===== config.mk =====
export PLATFORM = sky130hd
export DESIGN_NAME = uart_rx_param
export DESIGN_NICKNAME = d
export VERILOG_FILES = /design/src/rtl/uart_pkg.sv /design/src/rtl/uart_baud_tick.sv /design/src/rtl/uart_rx_param.sv
export SDC_FILE = /design/constraint.sdc
export NUM_CORES = 1
export LEC_CHECK = 0
export CAP_MARGIN = 20
export CORE_ASPECT_RATIO = 0.5
export CORE_MARGIN = 1.5
export CORE_UTILIZATION = 45
export CTS_CLUSTER_SIZE = 10
export DETAILED_ROUTE_END_ITERATION = 6
export PLACE_DENSITY_LB_ADDON = 0.2
export SETUP_SLACK_MARGIN = 0.4
export SYNTH_ARGS = -nofsm -noshare
export SYNTH_HDL_FRONTEND = slang
export SYNTH_HIERARCHICAL = 1
export SYNTH_SLANG_ARGS = --single-unit

===== constraint.sdc =====
create_clock -name clk -period 2.9 [get_ports clk]
set_clock_uncertainty 0.05 [all_clocks]
set_input_delay 0.29 -clock clk [delete_from_list [all_inputs] [get_ports clk]]
set_output_delay 0.29 -clock clk [all_outputs]
set_load 0.01 [all_outputs]

===== src/rtl/uart_pkg.sv =====
// Shared types and helpers for the UART receiver.
// The PAR state exists only when UART_RX_PARITY_EN is defined.
package uart_pkg;

  localparam int unsigned OVERSAMPLE = 16;

  typedef enum logic [2:0] {
    IDLE,
    START,
    DATA,
`ifdef UART_RX_PARITY_EN
    PAR,
`endif
    STOP,
    WAIT_HIGH
  } rx_state_e;

  // Oversample divisor, rounded to nearest.
  function automatic int unsigned calc_div(input int unsigned clk_hz, input int unsigned baud);
    return (clk_hz + (OVERSAMPLE * baud) / 2) / (OVERSAMPLE * baud);
  endfunction

endpackage


===== src/rtl/uart_baud_tick.sv =====
// Oversample tick generator: one-clk tick every DIV clocks, restartable.
module uart_baud_tick #(
  parameter int unsigned DIV = 326
) (
  input  logic clk,
  input  logic rst,
  input  logic restart,
  output logic tick
);

  localparam int unsigned CNT_W = (DIV > 1) ? $clog2(DIV) : 1;

  logic [CNT_W-1:0] cnt;

  always_ff @(posedge clk) begin
    if (rst || restart) begin
      cnt  <= '0;
      tick <= 1'b0;
    end else if (cnt == CNT_W'(DIV - 1)) begin
      cnt  <= '0;
      tick <= 1'b1;
    end else begin
      cnt  <= cnt + CNT_W'(1);
      tick <= 1'b0;
    end
  end

endmodule


===== src/rtl/uart_rx_param.sv =====
// 16x-oversampled UART receiver with ready/valid output and error pulses.
// Optional parity checking is built when UART_RX_PARITY_EN is defined.
module uart_rx_param
  import uart_pkg::*;
#(
  parameter int unsigned CLK_HZ     = 50_000_000,
  parameter int unsigned BAUD       = 9600,
  parameter int unsigned DATA_BITS  = 8,
  parameter int unsigned STOP_BITS  = 1,
  parameter int unsigned PARITY_ODD = 0
) (
  input  logic                 clk,
  input  logic                 rst,
  input  logic                 rx,
  output logic [DATA_BITS-1:0] m_data,
  output logic                 m_valid,
  input  logic                 m_ready,
  output logic                 frame_err,
  output logic                 overrun,
  output logic                 parity_err
);

  localparam int unsigned DIV  = calc_div(CLK_HZ, BAUD);
  localparam int unsigned OS_W = $clog2(OVERSAMPLE);
  localparam int unsigned BC_W = $clog2(DATA_BITS) + 1;

  rx_state_e            state, state_d;
  logic                 rx_meta, rx_s, rx_prev;
  logic                 tick, start_c, vote_c, bit_c;
  logic                 ld_c, ferr_c;
  logic [OS_W-1:0]      os_cnt;
  logic [1:0]           votes;
  logic [BC_W-1:0]      bit_cnt;
  logic [DATA_BITS-1:0] shreg;

  always_ff @(posedge clk) begin
    if (rst) begin
      rx_meta <= 1'b1;
      rx_s    <= 1'b1;
      rx_prev <= 1'b1;
    end else begin
      rx_meta <= rx;
      rx_s    <= rx_meta;
      rx_prev <= rx_s;
    end
  end

  assign start_c = (state == IDLE) && rx_prev && !rx_s;

  uart_baud_tick #(.DIV(DIV)) u_tick (
    .clk     (clk),
    .rst     (rst),
    .restart (start_c),
    .tick    (tick)
  );

  // Bit decision happens on oversample 9 using samples 7, 8 and the live 9.
  assign vote_c = tick && (os_cnt == OS_W'(9));
  assign bit_c  = (votes[0] & votes[1]) | (votes[0] & rx_s) | (votes[1] & rx_s);

`ifdef UART_RX_PARITY_EN
  logic perr_c, par_bad;
`endif

  always_ff @(posedge clk) begin
    if (rst) state <= IDLE;
    else     state <= state_d;
  end

  always_comb begin
    state_d = state;
    ld_c    = 1'b0;
    ferr_c  = 1'b0;
`ifdef UART_RX_PARITY_EN
    perr_c  = 1'b0;
`endif
    case (state)
      IDLE:  if (start_c) state_d = START;
      START: if (vote_c) state_d = bit_c ? IDLE : DATA;
      DATA: begin
        if (vote_c && (bit_cnt == BC_W'(DATA_BITS - 1))) begin
`ifdef UART_RX_PARITY_EN
          state_d = PAR;
`else
          state_d = STOP;
`endif
        end
      end
`ifdef UART_RX_PARITY_EN
      PAR: begin
        if (vote_c) begin
          perr_c  = bit_c != ((^shreg) ^ 1'(PARITY_ODD));
          state_d = STOP;
        end
      end
`endif
      STOP: begin
        if (vote_c) begin
          if (!bit_c) begin
            ferr_c  = 1'b1;
            state_d = WAIT_HIGH;
          end else if (bit_cnt == BC_W'(STOP_BITS - 1)) begin
            state_d = IDLE;
`ifdef UART_RX_PARITY_EN
            ld_c    = !par_bad;
`else
            ld_c    = 1'b1;
`endif
          end
        end
      end
      WAIT_HIGH: if (rx_s) state_d = IDLE;
      default:   state_d = IDLE;
    endcase
  end

  // Oversample position, vote samples, per-state bit count and data shifter.
  always_ff @(posedge clk) begin
    if (rst) begin
      os_cnt  <= '0;
      votes   <= '0;
      bit_cnt <= '0;
      shreg   <= '0;
    end else begin
      if (start_c)   os_cnt <= '0;
      else if (tick) os_cnt <= os_cnt + OS_W'(1);
      if (tick && (os_cnt == OS_W'(7))) votes[0] <= rx_s;
      if (tick && (os_cnt == OS_W'(8))) votes[1] <= rx_s;
      if (state_d != state) bit_cnt <= '0;
      else if (vote_c)      bit_cnt <= bit_cnt + BC_W'(1);
      if ((state == DATA) && vote_c) shreg <= {bit_c, shreg[DATA_BITS-1:1]};
    end
  end

`ifdef UART_RX_PARITY_EN
  always_ff @(posedge clk) begin
    if (rst) begin
      par_bad    <= 1'b0;
      parity_err <= 1'b0;
    end else begin
      parity_err <= perr_c;
      if (start_c)     par_bad <= 1'b0;
      else if (perr_c) par_bad <= 1'b1;
    end
  end
`else
  localparam int unsigned unused_parity_odd = PARITY_ODD;
  assign parity_err = 1'b0;
`endif

  // A completed word loads if the holding register is free or draining this clk.
  always_ff @(posedge clk) begin
    if (rst) begin
      m_data    <= '0;
      m_valid   <= 1'b0;
      frame_err <= 1'b0;
      overrun   <= 1'b0;
    end else begin
      frame_err <= ferr_c;
      overrun   <= ld_c && m_valid && !m_ready;
      if (ld_c && (!m_valid || m_ready)) begin
        m_data  <= shreg;
        m_valid <= 1'b1;
      end else if (m_valid && m_ready) begin
        m_valid <= 1'b0;
      end
    end
  end

endmodule


=== Yosys cells after proc, flatten, opt, wreduce, memory -nomap -nowiden ===
Cells that the tools add are included.
W data, S select, Z words.

* Register bits after elaboration: 45

* $add $sub $neg: 3
* Equality and inequality tests: 10
* Mux-type cells: 17
* Bitwise logic cells: 7
* Reductions and logical operators: 23

{| class="wikitable"
|+ Operators with widths
! kind !! count
|-
| $mux W3 || 7
|-
| $pmux W3 S5 || 1
|-
| $logic_and A1 B1 Y1 || 11
|-
| $add A9 B1 Y9 const B || 1
|-
| $eq A9 B9 Y1 const B || 1
|-
| $add A4 B1 Y4 const B || 2
|-
| $eq A4 B3 Y1 const B || 2
|-
| $eq A4 B4 Y1 const B || 2
|-
| $mux W1 || 8
|-
| $eq A3 B2 Y1 const B || 2
|-
| $reduce_or A2 Y1 || 3
|-
| $logic_not A4 Y1 || 1
|-
| $and A1 B1 Y1 || 3
|-
| $eq A3 B1 Y1 const B || 1
|-
| $eq A3 B3 Y1 const B || 1
|-
| $logic_not A1 Y1 || 3
|-
| $logic_not A3 Y1 || 1
|-
| $ne A3 B3 Y1 || 1
|-
| $reduce_or A3 Y1 || 1
|-
| $logic_or A1 B1 Y1 || 2
|-
| $mux W2 || 1
|-
| $not A1 Y1 || 2
|-
| $or A1 B1 Y1 || 2
|-
| $reduce_bool A2 Y1 || 1
|}

=== Logic depth before layout (Yosys ltp) ===
Gate-level depths: netlist (run 1).

* Word-level depth: 8
* Gate-level depth with buffers: 8

=== By module ===
Netlist (run 1), hierarchy kept.

{| class="wikitable"
|+ By module, submodules not included
! module !! times used !! cells each !! area each (um^2)
|-
| uart_rx_param || 1 || 179 || 1581.5
|-
| uart_baud_tick || 1 || 46 || 460.4
|}

=== Least setup slack after synthesis (run 1) ===
OpenSTA, ideal clock, no wires.

* Path type: flip-flop to flip-flop
* Start point: register os_cnt[1]
* End point: register bit_cnt[0]
* Library setup time: 72 ps
* Arrival: 1766 ps
* Setup slack: 1012 ps
* Cell stages (with the launch flop): 9
* Clock period less this slack: 1888 ps
* Cell sequence: dfxtp_1 > inv_1 > ha_1 > and4b_1 > buf_6 > and3_4 > buf_6 > a221oi_4 > mux2i_1

* Cells in the longest elaborated chain, start to end: 7
* Elaborated cells on any way between the ends: 9

{| class="wikitable"
|+ Ends and longest elaborated chain
! item !! RTL line !! text
|-
| from (decl) || uart_rx_param.sv:31 || <nowiki>logic [OS_W-1:0] os_cnt;</nowiki>
|-
| from (signal assigned) || uart_rx_param.sv:126 || <nowiki>else if (tick) os_cnt <= os_cnt + OS_W'(1);</nowiki>
|-
| $eq A4 B4 Y1 * || uart_rx_param.sv:58 || <nowiki>assign vote_c = tick && (os_cnt == OS_W'(9));</nowiki>
|-
| $logic_and A1 B1 Y1 * || uart_rx_param.sv:58 ||
|-
| $logic_and A1 B1 Y1 || uart_rx_param.sv:81 || <nowiki>if (vote_c && (bit_cnt == BC_W'(DATA_BITS - 1))) begin</nowiki>
|-
| $mux W3 || uart_rx_param.sv:81 ||
|-
| $pmux W3 S5 || uart_rx_param.sv:77 || <nowiki>case (state)</nowiki>
|-
| $ne A3 B3 Y1 || uart_rx_param.sv:129 || <nowiki>if (state_d != state) bit_cnt <= '0;</nowiki>
|-
| $reduce_or A2 Y1 (no source line) || -- ||
|-
| to (signal assigned) || uart_rx_param.sv:130 || <nowiki>else if (vote_c) bit_cnt <= bit_cnt + BC_W'(1);</nowiki>
|-
| to (decl) || uart_rx_param.sv:33 || <nowiki>logic [BC_W-1:0] bit_cnt;</nowiki>
|}

Every way passes the cells marked *; elsewhere a longest branch is shown, timed or not.
A chain may end at the register's enable or synchronous reset.

=== Final worst setup path (run 1) ===
* Start point: register os_cnt[0]
* End point: register bit_cnt[1]

The elaborated chain is that of the path after synthesis.

==> impl_results.md, run 1 <==
- TritonCTS buffer count: 5
- Avg Inst Size Synth: 9.075 sq um
- Max clock buf depth: 2
- Synth area leaders: dfxtp_1, a21oi_1, nand2_1
- GRT Total Usage: 16.28%
- Worst EP arrival: 2.24 ns
- CP endpoint kind: flip-flop
- FF+latch area: 900.9 sq um
- I/O pin count: 16
- Post-CTS Hold Fix Bufs: 0
- Fin crit period: 2.067 ns
- FP Rows: 17
- Endpoints failing setup: 0
- Top cell type's share of synthesized area: 44.12%
- Vias: 1554
- Syn-to-layout area delta: 12.68%
- CTS tree: yes
- Reg-to-reg slack, setup: 0.83 ns
- Antenna-violating nets left: 0
- Post-synthesis cell area: 2042 sq um
- Seq/Total Area, Yosys: 44.12%
- Initial antenna violation count: 0
- RSZ-0062 raised after global routing: false
- Die ar.: 4975 sq um
- Final instance area: 2301 sq um
- Worst-path cell chain: ha_1 > nand4b_1 > a31o_2 > a221oi_4 > mux2i_1
- Worst setup path class: flip-flop to flip-flop
- Pre-antenna DRT Iters: 4
- Antenna diodes: 0
- PortBufs: 14
- Largest fanout on the critical path: 9
- GRT overflow: 0
- Initial Util: 46.60%
- Placer Congestion: 0.8300
- Avg WL per Cell: 12.45 um
- CP max stage cell: dfxtp_1
- Reg2reg start: os_cnt[0]
- Gate Count Post-Synth: 225
- Initial DRC count: 55
- DP HPWL: 2636 um
- Area occupied by multi-input gates: 1028 sq um
- Ys async rst share: 0%
- Layout cell share with drive strength beyond 1: 10.97%
- CTS H-tree lvls: 2
- Die width: 98.27 um
- Max VDD drop: 0.2639 mV
- Post-CTS setup buffers: 0
- FF-to-FF End: bit_cnt[1]
- Core area: 4382 sq um
- # fillers: 425
- Outcome: finished, final reports clean
- Yosys cell types: 44
- Worst-path clk slew: 0.08 ns
- Max-cap violations: 0
- Fin Setup TNS: 0 ns
- Via-per-instance ratio: 5.286
- EDFF count, synth: 0
- Hold Path Class: flip-flop to flip-flop
- Vias in the first global route: 1433
- Final wirelength: 3661 um
- FF-to-FF path depth: 5
- Largest stage delay on the critical path: 0.42 ns
- Synth Flop Type: dfxtp_1
- LEAKAGE: 0.8021 nW
- Insertion delay to the later sink of the worst-skew pair: 0.30 ns
- Worst hold start: rx_meta
- Max-slew violations: 0
- Final hold vios: 0
- CP startpoint kind: flip-flop
- Worst Path Required: 3.07 ns
- Die height: 50.63 um
- Post-synth top area cell: dfxtp_1
- DP Area: 2190 sq um
- Yosys warning count: 6
- First-pass GRT wire length: 6320 um
- Critical Path End: bit_cnt[1]
- DR DRC count: 0
- Largest net degree at the start of global routing: 21
- Clock Root Buffer: clkbuf_8
- Sink Count: 45
- Post-CTS sizing: 0
- Final nets: 247
- Seq cells post-synth: 45
- Syn nets: 236
- Power Density: 492.1 nW/um^2
- Tcrit/Tclk final: 71.27%
- CP startpoint: os_cnt[0]
- Fmax: 0.4839 GHz
## cell usage after synthesis (4+ instances only)
cell      count
nand4_1       4
inv_1         9
clkbuf_1      7
nor2_2        4
nor3_1        8
buf_6         4
a21oi_1      18
a21oi_2       4
or3_1         4
nand2_1      24
xnor2_1       4
dfxtp_1      45
nand3_1      13
mux2i_1       7
o21ai_0      17
nor2_1        8
ha_1          7
## cells in the final DEF (no fill, tap or decap), types with 3 or more instances in the layout
master,synthesis,routed
mux2i_1,7,7
nor3_1,8,8
nor2_1,8,8
o21ai_0,17,17
xnor2_1,4,4
nand3_1,13,13
and3_1,3,3
ha_1,7,7
clkdlybuf4s50_1,0,14
nand4_1,4,4
a21oi_1,18,18
nor2_2,4,4
a21oi_2,4,4
nand4b_1,3,3
inv_1,9,9
nand2_1,24,24
xor2_1,3,3
dfxtp_1,45,45
or2_2,3,3
clkbuf_8,0,5
or3_1,4,4
## report_power, final
group / switching [mW] / leakage, nW / total, mW / internal [mW]
registers: 0.00613 / 0.364 / 0.629 / 0.623
clock network: 0.202 / 0.0554 / 0.460 / 0.258
logic: 0.0252 / 0.383 / 0.0429 / 0.0176
total: 0.233 / 0.802 / 1.13 / 0.899
## flip-flops by register name (all words and copies together), names as in the netlist
name,cells
bit_cnt,4
os_cnt,4
u_tick/tick,1
m_valid,1
rx_meta,1
shreg,8
votes,2
rx_s,1
m_data,8
frame_err,1
overrun,1
rx_prev,1
state,3
u_tick/cnt,9
## through the flow
| step | utilization, % | total power, mW | hold WS, ns | worst slack, ns | cells |
|---|---|---|---|---|---|
| after floorplan | - | 0.6767 | 0.3159 | 1.012 | 225 |
| after global placement | 49.97 | 0.6869 | 0.3427 | 0.9492 | 286 |
| after detailed placement | 49.97 | 0.6868 | 0.3512 | 0.8597 | 286 |
| after CTS | 52.51 | 1.150 | 0.3711 | 0.8369 | 294 |
| after global routing | 52.51 | 1.180 | 0.3937 | 0.6843 | 294 |
| final | 52.51 | 1.132 | 0.3688 | 0.8333 | 294 |
## worst min path at each step
stage               cells after the start     endpoint  slack (ns)
detailed placement                      1         rx_s        0.35
floorplan                               1  u_tick/tick        0.32
CTS                                     1         rx_s        0.37
finish                                  1         rx_s        0.37
global placement                        1         rx_s        0.34
global route                            1         rx_s        0.39
## layer usage
metal  up-vias  global-route usage (%)  wire (um)
li1        803                       -          -
met1       728                   19.01       1743
met2        18                   28.85       1761
met3         5                   4.596        114
met4         0                   6.338         43
met5         -                       0          0
## logic make-up after synthesis
logic type / share of synthesized area, %
buffers and inverters: 5.515
AND/OR/NAND/NOR: 23.90
multiplexers: 3.983
flip-flops: 44.12
XOR/XNOR: 3.003
other: 0.1836
adder cells (fa/ha/maj): 4.779
AO/OA/AOI/OAI: 14.52
## final cells by class
type	count	share of cell area, %
Inverter	9	1.468
Timing Repair Buffer	16	6.743
Sequential cell	45	39.15
Tap cell	57	3.100
Clock inverter	2	1.686
Clock buffer	6	3.154
Multi-Input combinational cell	159	44.70
## critical path: cells and delay by family (launching register included)
| kind | cells | cell delay (ns) |
|---|---|---|
| flip-flops | 1 | 0.42 |
| multiplexers | 1 | 0.23 |
| AND/OR/NAND/NOR | 1 | 0.33 |
| adder cells (fa/ha/maj) | 1 | 0.20 |
| AO/OA/AOI/OAI | 2 | 0.77 |
Power figures use the tool's default switching activity.
==> inputs of run 2 (changes only) <==
clock period = 2.05 ns   (was 2.9 ns; I/O delays follow)
==> run 2 against run 1 <==
Against the previous run:
- final cell count grew 4.8%
- routed wire length grew 6.3%
- first-iteration DRC count shrank 55%
- largest cell class unchanged
- largest power group unchanged
- highest routed layer unchanged
==> impl_results.md, run 2 (same netlist as run 1, synthesis figures left out) <==
- Outcome: finished, final reports clean
- CP endpoint kind: flip-flop
- Final wirelength: 3893 um
- Vias in the first global route: 1406
- GRT Total Usage: 16.26%
- Final hold vios: 0
- Die height: 50.63 um
- Reg power frac: 59.8%
- Post-CTS Hold Fix Bufs: 0
- Die ar.: 4975 sq um
- Worst-path clk slew: 0.08 ns
- Largest stage delay on the critical path: 0.38 ns
- Max-cap violations: 0
- Max VDD drop: 0.2828 mV
- Sink Count: 45
- Fin crit period: 1.849 ns
- Clock Root Buffer: clkbuf_8
- Syn-to-layout area delta: 21.51%
- # fillers: 407
- Fin Setup TNS: 0 ns
- Initial Util: 46.60%
- Placer Congestion: 0.7910
- Hold path depth: 1
- RSZ-0062 raised after global routing: true
- LEAKAGE: 0.8743 nW
- Power Density: 598.7 nW/um^2
- Reg2reg start: bit_cnt[0]
- Worst EP arrival: 2.02 ns
- Max-slew violations: 0
- Largest Register: u_tick/cnt
- I/O pin count: 16
- Worst-path cell chain: inv_2 > ha_4 > or3b_4 > a31o_4 > a221oi_4 > buf_6 > mux2i_1
- Fmax: 0.5408 GHz
- DR DRC count: 0
- Worst Path Buf+Inv: 2
- Insertion delay to the later sink of the worst-skew pair: 0.29 ns
- Final nets: 261
- Most frequent cells in the layout: dfxtp_1, nand2_1, a21oi_1
- Max clock buf depth: 2
- GRT overflow: 0
- FP Rows: 17
- Antenna-violating nets left: 0
- Comb pwr share: 4.4%
- Core area: 4382 sq um
- FF+latch area: 909.6 sq um
- Largest register FFs: 9
- P_sw: 341.0 uW
- CP max stage cell: or3b_4
- Endpoints failing setup: 0
- Layout cell share with drive strength beyond 1: 25.50%
- DP HPWL: 2710 um
- Worst hold start: rx_meta
- PortBufs: 14
- Pre-antenna DRT Iters: 4
- Core Util, Final: 56.62%
- Initial DRC count: 25
- CP top delay family: compound AO/OA/AOI/OAI gates
- Worst Path Required: 2.22 ns
- First-pass GRT wire length: 6348 um
- FF-to-FF path depth: 7
- P_int: 1.144 mW
- Slew HR: 47.80%
- Final WS setup: 0.2008 ns
- TritonCTS buffer count: 5
- Clock power frac: 35.7%
- Largest net degree at the start of global routing: 26
- Tcrit/Tclk final: 90.20%
- CTS H-tree lvls: 2
- Antenna diodes: 0
- CTS tree: yes
- Via-per-instance ratio: 5.253
- Hold Path Class: flip-flop to flip-flop
- Worst slew pin tran: 0.7814 ns
- CP startpoint kind: flip-flop
- Sw Ratio: 22.96%
- Area occupied by multi-input gates: 1101 sq um
- Reg-to-reg slack, setup: 0.20 ns
- Die width: 98.27 um
- Avg WL per Cell: 12.64 um
- Vias: 1618
- Biggest regs: u_tick/cnt: 9 flops, m_data: 8 flops, shreg: 8 flops
- FF-to-FF End: bit_cnt[1]
- Largest fanout on the critical path: 5
- Pre-CTS setup slack: 0.1092 ns
- Initial antenna violation count: 0
- Design Power: 1.485 mW
- Worst setup path class: flip-flop to flip-flop
- Hold EP: rx_s
- Most common library cell in the layout ignoring fill and taps: dfxtp_1
[run 2: cell count changes in the layout (fill, tap and decap cells not counted), moves of 3 or more]
cell | previous run | this run
buf_4 | 2 | 11
o21ai_0 | 17 | 9
o21ai_2 | 0 | 6
buf_6 | 0 | 5
dfxtp_1 | 45 | 40
dfxtp_2 | 0 | 4
inv_1 | 9 | 6
inv_2 | 0 | 3
[run 2: timing repair]
action / 4_1_cts / 5_1_grt
gates resized for setup: 9 / 28
pin swaps: 4 / 6
cloned: 0 / 1
setup endpoints to repair: 22 / 29
setup buffers: 6 / 4
[run 2: worst max-delay path by stage]
stage,startpoint,to,slack [ns],cells past startpoint
floorplan,os_cnt[1],bit_cnt[0],0.24,8
global placement,bit_cnt[0],bit_cnt[2],0.15,6
detailed placement,bit_cnt[0],bit_cnt[2],0.11,6
CTS,bit_cnt[0],bit_cnt[1],0.23,7
global route,bit_cnt[0],bit_cnt[1],0.15,7
finish,bit_cnt[0],bit_cnt[1],0.20,7
[run 2: layer usage]
metal | vias to the layer above | track usage [%] | wire, um
li1 | 843 | - | -
met1 | 743 | 20.31 | 1948
met2 | 27 | 27.70 | 1769
met3 | 5 | 4.596 | 146
met4 | 0 | 4.930 | 29
met5 | - | 0 | 0
[run 2: area by class of cell]
type,count,area share (%)
inverters,9,1.362
repair buffers,30,11.25
clock inverters,3,0.7060
flip-flops and latches,45,36.66
well taps,57,2.874
multi-input cells,159,44.38
clock buffers,5,2.774
[run 2: metrics by stage]
step	area, sq um	instances	hold slack (ns)
6_report	2481	308	0.3665
5_1_grt	2481	308	0.3842
4_1_cts	2380	303	0.3720
3_5_place_dp	2227	289	0.3438
3_3_place_gp	2227	289	0.3417
2_1_floorplan	2057	225	0.2309
[run 2: power by group through the flow]
stage	clock, mW	sequential, mW	combinational, mW
2_1_floorplan	0	0.909	0.0484
3_3_place_gp	0	0.911	0.0617
3_5_place_dp	0	0.911	0.0617
4_1_cts	0.546	0.890	0.0665
5_1_grt	0.581	0.891	0.0732
6_report	0.531	0.889	0.0660
==> inputs of run 3 (changes only) <==
==> constraint.sdc (replaced) <==
create_clock -name clk -period 2.05 [get_ports clk]
set_clock_uncertainty 0.05 [all_clocks]
set_input_delay 0.5125 -clock clk [delete_from_list [all_inputs] [get_ports clk]]
set_output_delay 0.5125 -clock clk [all_outputs]
set_load 0.01 [all_outputs]
==> run 3 against run 2 <==
Against the previous run:
- via count grew 3.5%
- global-route usage grew 1.4 points
- clock power grew 6.6%
- design area grew 0.35%
==> impl_results.md, run 3 (same netlist as run 1, synthesis figures left out) <==
- CP startpoint kind: flip-flop
- Max-cap violations: 0
- Die height: 50.63 um
- Tcrit/Tclk final: 90.49%
- # fillers: 406
- DP HPWL: 2762 um
- Outcome: finished, final reports clean
- Slew HR: 53.40%
- Reg2reg start: bit_cnt[0]
- Hold Path Class: flip-flop to flip-flop
- Layout cell share with drive strength beyond 1: 25.30%
- Clock Root Buffer: clkbuf_8
- Reg-to-reg slack, setup: 0.19 ns
- Largest net degree at the start of global routing: 20
- Worst Hold Slack: 0.3717 ns
- Largest register FFs: 9
- Worst Path Required: 2.22 ns
- First-pass GRT wire length: 6913 um
- Sink Count: 45
- Core Util, Final: 56.82%
- Final wirelength: 4177 um
- Fin Setup TNS: 0 ns
- CTS H-tree lvls: 2
- LEAKAGE: 0.9431 nW
- DR DRC count: 0
- Die ar.: 4975 sq um
- Final hold vios: 0
- Largest Register: u_tick/cnt
- Antenna diodes: 0
- Worst-path clk slew: 0.09 ns
- Fin crit period: 1.855 ns
- FP Rows: 17
- Syn-to-layout area delta: 21.94%
- Max-slew violations: 0
- CTS tree: yes
- Worst EP arrival: 2.02 ns
- GRT Total Usage: 17.63%
- Initial antenna violation count: 0
- Initial Util: 46.60%
- TritonCTS buffer count: 5
- Worst slew pin tran: 0.6976 ns
- Worst setup path class: flip-flop to flip-flop
- I/O pin count: 16
- Most frequent cells in the layout: dfxtp_1, nand2_1, a21oi_1
- Largest fanout on the critical path: 5
- FF-to-FF path depth: 7
- RSZ-0062 raised after global routing: true
- Initial DRC count: 77
- FF-to-FF End: bit_cnt[0]
- CP startpoint: bit_cnt[0]
- Pre-antenna DRT Iters: 4
- Max VDD drop: 0.3043 mV
- Final nets: 263
- Most common library cell in the layout ignoring fill and taps: dfxtp_1
- Vias: 1674
- PortBufs: 14
- Power Density: 611.8 nW/um^2
- Vias in the first global route: 1537
- GRT overflow: 0
- Fmax: 0.5390 GHz
- Avg WL per Cell: 13.47 um
- Critical Path End: bit_cnt[0]
- Core area: 4382 sq um
- Die width: 98.27 um
- CP endpoint kind: flip-flop
- Placer Congestion: 0.8582
- Max clock buf depth: 2
- Insertion delay to the later sink of the worst-skew pair: 0.29 ns
- Via-per-instance ratio: 5.400
- Antenna-violating nets left: 0
- Biggest regs: u_tick/cnt: 9 flops, m_data: 8 flops, shreg: 8 flops
- Endpoints failing setup: 0
-- run 3: what timing repair did --
item / CTS / global route
endpoints found under the setup margin: 31 / 29
pin swaps: 4 / 5
hold buffers: 0 / 0
gates cloned: 0 / 1
setup buffers: 5 / 6
resized for setup: 22 / 22
-- run 3: per-layer routing --
metal	vias up	share of wire (%)	global-route usage (%)
li1	839	-	-
met1	809	46	20.19
met2	24	50	32.30
met3	2	3.2	4.596
met4	0	0.55	6.338
met5	-	0	0
-- run 3: area by class of cell --
type,instances,area [sq um],area share (%)
Tap cell,57,71.32,2.864
Timing Repair Buffer,32,280.3,11.26
Multi-Input combinational cell,159,1099,44.12
Sequential cell,45,909.6,36.53
Clock buffer,6,82.58,3.317
Inverter,9,33.78,1.357
Clock inverter,2,13.76,0.5528
-- run 3: power breakdown --
| part | internal, mW | switching (mW) | total (mW) |
|---|---|---|---|
| sequential | 0.880 | 0.00852 | 0.889 |
| clock | 0.273 | 0.293 | 0.566 |
| combinational | 0.0299 | 0.0384 | 0.0683 |
| total | 1.18 | 0.340 | 1.52 |
-- run 3: per-stage QoR --
step / worst slack (ns) / instances / power (mW) / instance area (sq um)
after global placement: 0.1621 / 290 / 0.9728 / 2235
after floorplan: 0.2357 / 225 / 0.9574 / 2057
after global routing: 0.1125 / 310 / 1.590 / 2490
after CTS: 0.2286 / 303 / 1.544 / 2387
final: 0.1949 / 310 / 1.523 / 2490
after detailed placement: 0.1088 / 290 / 0.9748 / 2235
-- run 3: worst min-delay path by stage --
stage | startpoint | to | slack [ns] | cells after the start
2_1_floorplan | rx_meta | rx_s | 0.34 | 1
3_3_place_gp | rx_meta | rx_s | 0.34 | 1
6_report | rx_meta | rx_s | 0.37 | 1
3_5_place_dp | rx_meta | rx_s | 0.34 | 1
4_1_cts | rx_meta | rx_s | 0.38 | 1
5_1_grt | rx_meta | rx_s | 0.40 | 1
-- run 3: critical path, cell delays in order, from the launching register on --
cell and delay [ns]:
dfxtp_2 0.34, inv_2 0.07, ha_4 0.13, or3b_4 0.38, a31o_4 0.25, a221oi_4 0.22
buf_6 0.16, mux2i_1 0.19
